## src/rtl/pwm_gen.sv

```systemverilog
// pwm_gen: single-channel free-running PWM generator.
//
// A WIDTH-bit up-counter defines a period of 2^WIDTH clk cycles. A duty value
// written by the host (en strobe + value_input) lands in a shadow register.
// It is copied to the active duty register only on the last cycle of a
// period, so a pulse is never cut short or stretched mid-period.
//
// Ports:
//   clk          system clock, rising edge
//   rst          synchronous active-high reset, highest priority
//   en           write strobe; value_input is captured on every edge with en=1
//   value_input  requested number of high cycles per period (0..2^WIDTH-1)
//   out          registered PWM output
//
// Build option:
//   PWM_INVERT_EN  when defined, out is active-low (idle/reset level 1) for
//                  driving active-low LED pads directly. Counter, shadow and
//                  duty behaviour do not change.
module pwm_gen #(
  parameter int WIDTH = 8
) (
  input  logic             clk,
  input  logic             rst,
  input  logic             en,
  input  logic [WIDTH-1:0] value_input,
  output logic             out
);

  logic [WIDTH-1:0] cnt;
  logic [WIDTH-1:0] pending;
  logic [WIDTH-1:0] duty;
  logic             wrap;
  logic             pwm_level;

  // Last cycle of the period: the only point where duty may change.
  assign wrap = (cnt == {WIDTH{1'b1}});

`ifdef PWM_INVERT_EN
  localparam logic IDLE_LEVEL = 1'b1;
  assign pwm_level = ~(cnt < duty);
`else
  localparam logic IDLE_LEVEL = 1'b0;
  assign pwm_level = (cnt < duty);
`endif

  always_ff @(posedge clk) begin
    if (rst) begin
      cnt     <= '0;
      pending <= '0;
      duty    <= '0;
      out     <= IDLE_LEVEL;
    end else begin
      cnt <= cnt + 1'b1;
      if (en) begin
        pending <= value_input;
      end
      // A write on the boundary cycle bypasses the shadow so it is not
      // delayed by a whole period.
      if (wrap) begin
        duty <= en ? value_input : pending;
      end
      out <= pwm_level;
    end
  end

endmodule

```

## config.mk

```make
export PLATFORM = sky130hd
export DESIGN_NAME = pwm_gen
export DESIGN_NICKNAME = d
export VERILOG_FILES = /design/src/rtl/pwm_gen.sv
export SDC_FILE = /design/constraint.sdc
export NUM_CORES = 1
export LEC_CHECK = 0
export CAP_MARGIN = 40
export CORE_MARGIN = 4
export CORE_UTILIZATION = 58
export CTS_CLUSTER_SIZE = 40
export DETAILED_ROUTE_END_ITERATION = 10
export PLACE_DENSITY = 0.82
export RECOVER_POWER = 25
export SYNTH_ARGS = -nofsm -noshare
export SYNTH_HDL_FRONTEND = slang
export SYNTH_SLANG_ARGS = --single-unit
export TNS_END_PERCENT = 30
```

## constraint.sdc

```tcl
create_clock -name clk -period 3.34 [get_ports clk]
set_clock_uncertainty 0.1 [all_clocks]
set_input_delay 0.501 -clock clk [delete_from_list [all_inputs] [get_ports clk]]
set_output_delay 0.501 -clock clk [all_outputs]
set_load 0.01 [all_outputs]
```

==> key figures <==
Drt
  – Initial drt markers: 4
  – DRT Pass-1 Iters: 4
  – Final WL: 1810 um
  – Vias: 777
  – Final antenna-violating net count: 0
  – Vias per cell: 5.36
  – DR WL/cell: 12.4 um
  – DRC viols: 0

Worst setup path
  – Crit. End Element: flop
  – Setup CP Type: input pin to flop
  – Worst path cell trace: dlygate4sd3_1 -> nor2_1 -> mux2_4
  – R2R setup slack: 1510 ps
  – CP max stage delay: 1070 ps
  – Crit path required time: 3470 ps
  – Crit-path slowest cell: dlygate4sd3_1
  – Crit path DAT: 2040 ps
  – Setup crit start kind: input pin
  – Critical-path maximum fanout: 25

Synthesis
  – Yosys cell types: 26
  – Post-Synthesis Net Count: 129
  – Mapped Cells: 110
  – Seq/Total Area, Yosys: 0.447
  – Syn Area/Cell: 10.2 um2
  – Mapped cell area: 0.00112 mm2
  – Warning count from the yosys run: 0
  – Number of storage elements in the synthesis netlist: 25

STA
  – Worst-Margin Slew: 821 ps
  – Tmin final: 1910 ps
  – Final setup fails: 0
  – Fin Setup TNS: 0 ps
  – Slew margin rel.: 0.451
  – Max Slew Vio Count: 0
  – Tcrit/Tclk final: 0.572
  – RSZ-0062 raised after global routing: false
  – Final Hold Viols: 0
  – Fmax: 0.524 GHz

Placement
  – HPWL after DPL: 1320 um
  – Cell Area, Placed: 0.00123 mm2
  – Port Buf Inserts: 11
  – Routability Congestion: 0.743

Clocking
  – CTS clock-pin slew for the worst setup and hold paths: 140 ps
  – Clk Latency, worst-skew pair: 320 ps
  – Post-CTS Resized: 0
  – H-tree levels: 1
  – CTS tree: done
  – Clock Sinks: 25
  – CTS Root Cell: clkbuf_4
  – CTS Buf Count: 3
  – CTS hold repair buffers: 0
  – Max clock buf depth: 2
  – Post-CTS Setup Inserts: 0

Global routing
  – Antenna violations before repair: 0
  – Vias in the first global route: 813
  – Global-route wire length before repair: 3250 um
  – Grt total ovfl: 0
  – Met1 GRT Util: 0.184
  – GR Util met3: 0.0372
  – Met2 Use GR: 0.276
  – GRT Overall Usage: 0.161
  – Largest net degree at the start of global routing: 26
  – Grt peak-use layer: met2

Power
  – Worst vdd ir: 0.307 mV
  – Pwr dens: 390 mW/mm2
  – Lkg Pwr: 0.000508 uW

Finish
  – Post-route cell area: 0.00126 mm2
  – Diodes inserted: 0
  – Area delta synth->final: 12.8%
  – Fill count: 137
  – Nets: 140
  – Share of cells above drive strength 1: 0.125

Floorplan
  – Chip Width: 51.9 um
  – Initial Util: 0.628
  – Core area: 0.00178 mm2
  – I/O Pins: 12
  – Die height: 51.9 um
  – # rows: 15
  – Die area: 0.00270 mm2

Outcome
  – Outcome: finished clean

Hold path
  – Class of the worst hold path: flop to flop

Job
  – Max Cap Viol: 0
## where the power goes
group	switching [uW]	total (uW)	internal (uW)
Combinational	19.0	43.4	24.4
Clock	89.8	136	45.7
Sequential	5.48	314	308
Total	114	493	378
## metrics by stage
stage / power, uW / utilization / hold WS [ps] / std cells / setup WS (ps)
2_1_floorplan: 345 / - / 341 / 110 / 1760
3_3_place_gp: 362 / 0.692 / 364 / 141 / 1160
3_5_place_dp: 364 / 0.692 / 370 / 141 / 1140
4_1_cts: 498 / 0.709 / 400 / 145 / 1500
5_1_grt: 515 / 0.709 / 415 / 145 / 1340
6_report: 493 / 0.709 / 392 / 145 / 1430
## cell families (layout without fill, tap and decap cells)
group / count (synthesis) / count (layout) / synth area share
and+or+nand+nor: 34 / 34 / 0.144
DFF: 25 / 25 / 0.447
muxes: 16 / 16 / 0.179
AOI/OAI and AO/OA: 12 / 12 / 0.0693
buffers and inverters: 12 / 22 / 0.0480
adders and majority gates: 8 / 8 / 0.0894
xor gates and xnor gates: 3 / 3 / 0.0235
## layout make-up
cell class / count / area (um2) / share of cell area
Tap cell: 25 / 31.3 / 0.0248
Clock inverter: 1 / 7.51 / 0.00594
Clock buffer: 3 / 22.5 / 0.0178
Inverter: 7 / 26.3 / 0.0208
Timing Repair Buffer: 11 / 110 / 0.0871
Multi-Input combinational cell: 73 / 566 / 0.448
Sequential cell: 25 / 500 / 0.396
## final timing paths
check               from      end  depth (start not counted)
setup / recovery     rst  duty[7]                          3
hold / removal    cnt[0]   cnt[0]                          1
setup reg to reg  cnt[0]  duty[1]                          4
hold reg to reg   cnt[0]   cnt[0]                          1
## registers in the layout, summed over array words and instances (netlist names)
register / cells
out: 1
duty: 8
pending: 8
cnt: 8
## layer usage
layer	up-vias	wire (um)
met5	-	0
met4	0	38
met3	4	58
met2	14	874
met1	364	835
li1	395	-
## critical path: cells and delay by family
family / cells / cell delay [ps]
buffers and inverters: 1 / 1070
multiplexers: 1 / 300
AND/OR/NAND/NOR: 1 / 160
## placed cells by master, fill, tap and decap left out
cell / count
ha_1: 8
mux2_4: 8
o2111a_1: 1
clkbuf_4: 3
o21ai_0: 3
a21oi_1: 4
nand2_1: 4
a211oi_1: 1
o31ai_1: 1
dfxtp_1: 25
or3_2: 1
o211ai_1: 1
clkinvlp_4: 1
a2111oi_0: 1
xor2_1: 2
dlygate4sd3_1: 1
nand3_1: 2
clkdlybuf4s50_1: 10
nor3b_1: 1
mux2i_1: 8
nor2_1: 19
nor2b_1: 3
or3_1: 2
inv_1: 7
xnor2_1: 1
or4_2: 1
nand3_2: 1
## cells in the mapped netlist
library cell  number  share of area
nand3_2            1         0.0089
mux2_4             8           0.11
nor3b_1            1         0.0067
dfxtp_1           25           0.45
nor2_1            19          0.064
or3_1              2          0.011
ha_1               8          0.089
nor2b_1            3          0.017
a2111oi_0          1         0.0078
xnor2_1            1         0.0078
or4_2              1         0.0078
buf_6              1          0.010
inv_1              7          0.023
o31ai_1            1         0.0067
o21ai_0            3          0.013
nand3_1            2         0.0089
or3_2              1         0.0067
o2111a_1           1          0.010
a21oi_1            4          0.018
mux2i_1            8          0.072
nand2_1            4          0.013
clkbuf_1           3          0.010
buf_2              1         0.0045
o211ai_1           1         0.0067
xor2_1             2          0.016
a211oi_1           1         0.0067
Power figures use the tool's default switching activity.
